--- src/rtl/sc_backg_scrollregister_if.sv ---
// Strobe/enable and row-bank bundle between the background state machine and
// the background scroll register.
interface sc_backg_scrollregister_if #(
   parameter int DATAWIDTH_BUS = 8,
   parameter int ROWS          = 8
);
   logic                            clear_InLow;
   logic                            load_InLow;
   logic                            upcount_In;
   logic                            T0_OutLow;
   logic [ROWS*DATAWIDTH_BUS-1:0]   data_OutBus;
   logic [15:0]                     scrollCount_OutBus;

   modport master (
      output clear_InLow, load_InLow, upcount_In,
      input  T0_OutLow, data_OutBus, scrollCount_OutBus
   );

   modport slave (
      input  clear_InLow, load_InLow, upcount_In,
      output T0_OutLow, data_OutBus, scrollCount_OutBus
   );
endinterface

--- src/rtl/sc_backg_scrollregister.sv ---
// Background scroll register: prescaled scroll-tick request, plus a row bank that
// shifts down one row per load and takes the next road-pattern word at the top.
module sc_backg_scrollregister #(
   parameter int          DATAWIDTH_BUS = 8,
   parameter int          ROWS          = 8,
   parameter logic [23:0] TICK_MAX      = 24'd2500000,
   parameter int          PATTERN_LEN   = 16
) (
   input logic                        SC_BACKGSCROLL_CLOCK_50,
   input logic                        SC_BACKGSCROLL_RESET_InHigh,
   sc_backg_scrollregister_if.slave   bus
);
   localparam int PTR_W = $clog2(PATTERN_LEN);

   logic [23:0]                          tick_cnt;
   logic                                 pending;
   logic [PTR_W-1:0]                     ptr;
   logic [ROWS-1:0][DATAWIDTH_BUS-1:0]   rows;
   logic [15:0]                          scroll_count;

   logic                                 wrap;
   logic                                 load;
   logic [DATAWIDTH_BUS-1:0]             next_word;

   // Road edges on the outer bits; every fourth word adds the centre lane marking.
   function automatic logic [DATAWIDTH_BUS-1:0] pattern_word(input logic [PTR_W-1:0] k);
      logic [DATAWIDTH_BUS-1:0] w;
      w = '0;
      w[DATAWIDTH_BUS-1] = 1'b1;
      w[0]               = 1'b1;
      if (k[1:0] == 2'b00) begin
         w[DATAWIDTH_BUS/2]   = 1'b1;
         w[DATAWIDTH_BUS/2-1] = 1'b1;
      end
      return w;
   endfunction

   assign wrap      = bus.upcount_In && (tick_cnt == TICK_MAX - 24'd1);
   assign load      = ~bus.load_InLow;
   assign next_word = pattern_word(ptr);

   // NOTE: the row bank is real visible state, so it is reset with everything
   // else; sequential state is only ever assigned with <= so every register
   // samples the pre-edge values of its neighbours.
   always_ff @(posedge SC_BACKGSCROLL_CLOCK_50) begin
      if (SC_BACKGSCROLL_RESET_InHigh || !bus.clear_InLow) begin
         tick_cnt     <= '0;
         pending      <= 1'b0;
         ptr          <= '0;
         rows         <= '0;
         scroll_count <= '0;
      end else begin
         if (bus.upcount_In)
            tick_cnt <= wrap ? 24'd0 : tick_cnt + 24'd1;
         // A wrap landing on the servicing load re-arms, so no tick is dropped.
         pending <= wrap | (pending & bus.load_InLow);
         if (load) begin
            rows         <= {rows[ROWS-2:0], next_word};
            ptr          <= ptr + 1'b1;
            scroll_count <= scroll_count + 16'd1;
         end
      end
   end

   assign bus.T0_OutLow          = ~pending;
   assign bus.data_OutBus        = rows;
   assign bus.scrollCount_OutBus = scroll_count;
endmodule

--- src/flat_wrapper.sv ---
// flat-port wrapper written by rule: the top's interface ports become plain ports
module sc_backg_scrollregister_flat 
#(
   parameter int          DATAWIDTH_BUS = 8,
   parameter int          ROWS          = 8,
   parameter logic [23:0] TICK_MAX      = 24'd2500000,
   parameter int          PATTERN_LEN   = 16
)
  (SC_BACKGSCROLL_CLOCK_50, SC_BACKGSCROLL_RESET_InHigh, bus_clear_InLow, bus_load_InLow, bus_upcount_In, bus_T0_OutLow, bus_data_OutBus, bus_scrollCount_OutBus);
  sc_backg_scrollregister_if #(.DATAWIDTH_BUS(DATAWIDTH_BUS), .ROWS(ROWS)) bus_i ();
  input logic SC_BACKGSCROLL_CLOCK_50;
  input logic SC_BACKGSCROLL_RESET_InHigh;
  input wire logic [$bits(bus_i.clear_InLow)-1:0] bus_clear_InLow;
  input wire logic [$bits(bus_i.load_InLow)-1:0] bus_load_InLow;
  input wire logic [$bits(bus_i.upcount_In)-1:0] bus_upcount_In;
  output wire logic [$bits(bus_i.T0_OutLow)-1:0] bus_T0_OutLow;
  output wire logic [$bits(bus_i.data_OutBus)-1:0] bus_data_OutBus;
  output wire logic [$bits(bus_i.scrollCount_OutBus)-1:0] bus_scrollCount_OutBus;
  assign bus_i.clear_InLow = bus_clear_InLow;
  assign bus_i.load_InLow = bus_load_InLow;
  assign bus_i.upcount_In = bus_upcount_In;
  assign bus_T0_OutLow = bus_i.T0_OutLow;
  assign bus_data_OutBus = bus_i.data_OutBus;
  assign bus_scrollCount_OutBus = bus_i.scrollCount_OutBus;
  sc_backg_scrollregister #(.DATAWIDTH_BUS(DATAWIDTH_BUS), .ROWS(ROWS), .TICK_MAX(TICK_MAX), .PATTERN_LEN(PATTERN_LEN)) u_core (.SC_BACKGSCROLL_CLOCK_50(SC_BACKGSCROLL_CLOCK_50), .SC_BACKGSCROLL_RESET_InHigh(SC_BACKGSCROLL_RESET_InHigh), .bus(bus_i));
endmodule
--- config.mk ---
export PLATFORM = sky130hd
export DESIGN_NAME = sc_backg_scrollregister_flat
export DESIGN_NICKNAME = d
export VERILOG_FILES = /design/src/rtl/sc_backg_scrollregister_if.sv /design/src/rtl/sc_backg_scrollregister.sv /design/src/flat_wrapper.sv
export SDC_FILE = /design/constraint.sdc
export NUM_CORES = 1
export LEC_CHECK = 0
export CORE_ASPECT_RATIO = 1.2
export CORE_UTILIZATION = 43
export CTS_CLUSTER_SIZE = 14
export DETAILED_ROUTE_END_ITERATION = 10
export PLACE_DENSITY = 0.82
export RECOVER_POWER = 25
export SYNTH_ARGS = -nofsm -noshare
export SYNTH_HDL_FRONTEND = slang
export SYNTH_SLANG_ARGS = --single-unit
--- constraint.sdc ---
create_clock -name SC_BACKGSCROLL_CLOCK_50 -period 1.8 [get_ports SC_BACKGSCROLL_CLOCK_50]
set_clock_uncertainty 0.05 [all_clocks]
set_input_delay 0.45 -clock SC_BACKGSCROLL_CLOCK_50 [delete_from_list [all_inputs] [get_ports SC_BACKGSCROLL_CLOCK_50]]
set_output_delay 0.45 -clock SC_BACKGSCROLL_CLOCK_50 [all_outputs]
set_load 0.01 [all_outputs]
* After elaboration in Yosys (flattened, before gate mapping)
Index checks and enable logic that the tools add are counted.
Cells by class: add/subtract/negate cells 3, $mul 0, divide/modulo/power cells 0, $lt $le $gt $ge 0, equal/unequal tests 1, shifts and indexed selects 0, multiplexer cells 2, bitwise operators 3, reduce and logical (&&, ||, !) cells 4
Operators with widths (count):
- $add A24 B1 Y24 const B | 1
- $eq A24 B22 Y1 const B | 1
- $mux W24 | 1
- $add A16 B1 Y16 const B | 1
- $add A4 B1 Y4 const B | 1
- $logic_not A2 Y1 | 1
- $mux W2 | 1
- $and A1 B1 Y1 | 1
- $logic_and A1 B1 Y1 | 1
- $logic_not A1 Y1 | 1
- $logic_or A1 B1 Y1 | 1
- $not A1 Y1 | 1
- $or A1 B1 Y1 | 1
Storage, ports and cells: bits in registers 77, bits in latches 0, RAM bits 0, ROM bits 0, input port bits 5, output and inout port bits 81, word-level logic and storage cells 25, memories kept 0

* Longest topological paths before layout
depth after elaboration 3, mapped depth 7, depth with buffers taken out 5

* Worst setup path after synthesis
OpenSTA, ideal clock, no wires.
path kind register to register, start point reg u_core.tick_cnt[4], end point reg u_core.tick_cnt[23], library setup time 0.070 ns, arrival time 1.675 ns, data required time 1.680 ns, setup slack 0.005 ns, cell stages (with the launch flop) 7, path buffers 2, period minus slack after synthesis 1.795 ns, cell sequence dfxtp_1 > buf_2 > nand2_1 > or3_1 > buf_2 > or4_1 > a21oi_1
Between the ends: cells in the longest elaborated chain, start to end 3, elaborated cells on any way between the ends 4, classes of those cells add/sub (1); eq/ne (1); mux (1); reduce/logical (1)
Ends and longest elaborated chain:
- start: declaration | RTL line sc_backg_scrollregister.sv:15 | logic [23:0] tick_cnt;
- start signal: assignment | RTL line sc_backg_scrollregister.sv:54 | tick_cnt <= wrap ? 24'd0 : tick_cnt + 24'd1;
- branches (longest 2 deep; another with $add A24 B1 Y24)
- $mux W24 (*) | RTL line sc_backg_scrollregister.sv:54
Every way passes the cells marked *. A chain may end at the register's enable or synchronous reset.

* Worst setup path in the final report
start point reg u_core.tick_cnt[6], end point reg u_core.tick_cnt[23]
Same word-level chain as after synthesis.

==> summary.txt <==
STA
  • Worst hold slack: 0.436 ns
  • Slew @ Worst Pin: ~0.65 ns
  • Fin crit share: 0.994
  • Finish-stage setup viols: 0
  • RSZ-0062 raised after global routing: true
  • Final Max Slew Viols: 0
  • Hold Vio Cnt, Final: 0
  • Slew headroom: 0.569
  • Post-layout min period: 1.79 ns
  • Fmax: 559 MHz
  • Setup TNS: 0 ns

Worst setup path
  • Reg-to-Reg Start: u_core.tick_cnt[6]$_SDFFE_PP0P_
  • Critical path startpoint: u_core.tick_cnt[6]$_SDFFE_PP0P_
  • CP startpoint kind: flop
  • CP endpoint kind: flop
  • WS Path Type: flop to flop
  • CP Data Required Time: about 2 ns
  • Critical Path AT: 2.02 ns
  • Worst-path fanout max: 5

Status
  • Outcome: complete, no violations

Power
  • Cell Pwr Density: about 780 mW/mm^2
  • Logic pwr share: 0.044
  • P_leak: 1.57 nW
  • Power share of the clock group: 0.505
  • Total Power: just under 3 mW
  • Internal power: between 2 and 2.5 mW
  • Sw power: roughly 600 uW
  • Sw frac: 0.211
  • Worst vdd ir: a little under 500 uV
  • Sequential share of power: 0.451

Detailed routing
  • DRT Pass-1 Iters: 4
  • Post-DRT Antenna Nets: 0
  • Post-Route WL: just under 7000 microns
  • Via density: 5.09
  • Wire per inst: approximately 14 microns
  • DRC: 0
  • Vias: around 2.5k
  • 1st-iter DRT viols: 200

Logic synthesis
  • Synthesized area: ~0.0029 sq mm
  • Most used DFF post-synth: dfxtp_1
  • Post-synthesis sequential area ratio: 0.402
  • Syn avg cell area: approximately 9 sq um
  • Number of enable flip-flop cells after synthesis: 0
  • Asr flop ratio synth: 0
  • Cells after Synth: 334
  • Synth warn: 0
  • FF+latch count, synth: 59
  • Unique cell type count in the Yosys netlist: 39

Clock tree
  • CTS tree: built
  • # hold bufs at CTS: 0
  • CTS Buf Count: 9
  • H-tree depth: 3
  • Root Driver: clkbuf_8
  • Sink Count: 59
  • Clock Pin Slew Worst Setup and Hold Paths: approximately 0.07 ns
  • Clock Latency Late Sink: roughly 0.35 ns
  • CTS Buffer Depth: 2

Placed design
  • I/O Buffers: 53
  • Post-Place Cells: around 470
  • DP Wirelength: 4520 microns
  • Gp weighted congestion: between 0.8 and 0.9

Floorplanning
  • Die ar.: between 0.007 and 0.008 sq mm
  • Core Footprint: 0.00653 sq mm
  • Die width: 77.5 microns
  • Rows: 32
  • Initial cell density of the core: 0.451
  • IO Count: 86
  • DIE HEIGHT: 92.6 microns

GRT
  • Number of global-route vias before repair: 2285
  • Global-route wire length before repair: approximately 11000 microns
  • Initial antenna violation count: 0
  • Pin count of the biggest net entering global routing: 36
  • Grt ovf: 0
  • GRT Total Usage: 0.190

Worst hold path
  • Hold_sp: u_core.bus.data_OutBus[0]$_SDFFE_PP0N_
  • Hold Crit Class: flop to flop

Final layout
  • Leading cell type in the layout, fill and taps excluded: nor2_1
  • Most frequent cells in the layout: nor2_1 (48), dfxtp_1 (46), conb_1 (32)
  • Area Growth Syn to Fin: 27.9%
  • # diodes: 0
  • Layout Cells excl Fill: 488
  • Ratio of cells with drive above 1 in the final layout: 0.164
  • Fin nets: between 400 and 500

Flow run
  • Max cap viols: 0
[flip-flops by register name, summed over array words and instances, names as in the netlist]
register,cells
u_core.pending,1
u_core.bus.scrollCount_OutBus,16
u_core.bus.data_OutBus,16
u_core.ptr,2
u_core.tick_cnt,24
[layer usage]
| layer | up-vias | global-route usage | wire [microns] |
|---|---|---|---|
| met2 | 84 | 0.319 | 3440 |
| met1 | 1178 | 0.199 | 2650 |
| met3 | 21 | 0.0650 | 426 |
| li1 | 1201 | - | - |
| met5 | - | 0 | 0 |
| met4 | 0 | 0.127 | 220 |
[cell usage after synthesis (all sizes together), types with 2 or more instances]
master | instances | area [sq um]
a21oi | 14 | 70.1
and3 | 4 | 25.0
and4 | 5 | 43.8
buf | 54 | 388
clkbuf | 6 | 22.5
dfxtp | 59 | 1180
ha | 3 | 37.5
inv | 8 | 30.0
mux2i | 17 | 170
nand2 | 11 | 41.3
nand2b | 3 | 18.8
nand3 | 11 | 55.1
nand4 | 15 | 109
nor2 | 48 | 180
nor2b | 2 | 12.5
nor3 | 5 | 25.0
nor4 | 5 | 31.3
o21ai | 5 | 25.0
o31ai | 5 | 37.5
or2 | 2 | 12.5
or3 | 7 | 43.8
or4 | 6 | 45.0
xnor2 | 13 | 114
xor2 | 14 | 123
[stage by stage]
stage,cell area (sq um),worst slack [ns],utilization
2_1_floorplan,3060,0.00492,-
3_3_place_gp,3490,-0.511,0.535
3_5_place_dp,3490,-0.546,0.535
4_1_cts,3720,0.000204,0.570
5_1_grt,3760,-0.0331,0.576
6_report,3760,0.0114,0.576
[kinds of logic (layout without fill, tap and decap cells)]
kind of cell	count (synthesis)	in the layout	share of synthesized area
compound gates	29	29	0.0592
simple gates	130	130	0.237
mux	17	17	0.0579
flops	59	59	0.402
other cells	1	32	0.00128
fa+ha+maj	3	3	0.0128
buf+inv	68	106	0.150
xor+xnor	27	27	0.0804
[critical path, cell delays in order, from the launching register on]
cell	delay, ns
dfxtp_2	0.34
nand4_1	0.20
or3_4	0.48
or4_1	0.53
a21oi_2	0.13
[layout make-up]
class                           instances  area (sq um)
Clock inverter                          5           100
Inverter                                8          30.0
Tap cell                               85           106
Fill cell                             612          2770
Multi-Input combinational cell        238          1450
Timing Repair Buffer                   82           732
Clock buffer                           11           141
Sequential cell                        59          1200
[power groups by stage]
stage	Sequential (mW)	Combinational [mW]	Clock [mW]
3_3_place_gp	1.35	0.129	0
3_5_place_dp	1.35	0.132	0
2_1_floorplan	1.35	0.140	0
4_1_cts	1.32	0.129	1.50
5_1_grt	1.32	0.141	1.57
6_report	1.32	0.129	1.48
[what timing repair did]
| action | 4_1_cts | 5_1_grt |
|---|---|---|
| pin swaps | 1 | 5 |
| gates resized for setup | 32 | 33 |
| endpoints found under the setup margin | 51 | 37 |
| setup buffers | 0 | 3 |
[worst paths after layout]
kind,to,slack [ns],depth (start not counted)
setup / recovery,u_core.tick_cnt[23]$_SDFFE_PP0P_,0.01,4
hold / removal,u_core.bus.data_OutBus[0]$_SDFFE_PP0N_,0.44,2
setup reg to reg,u_core.tick_cnt[23]$_SDFFE_PP0P_,0.01,4
hold reg to reg,u_core.bus.data_OutBus[0]$_SDFFE_PP0N_,0.44,2
No activity file was read; power rests on OpenSTA's default activity.
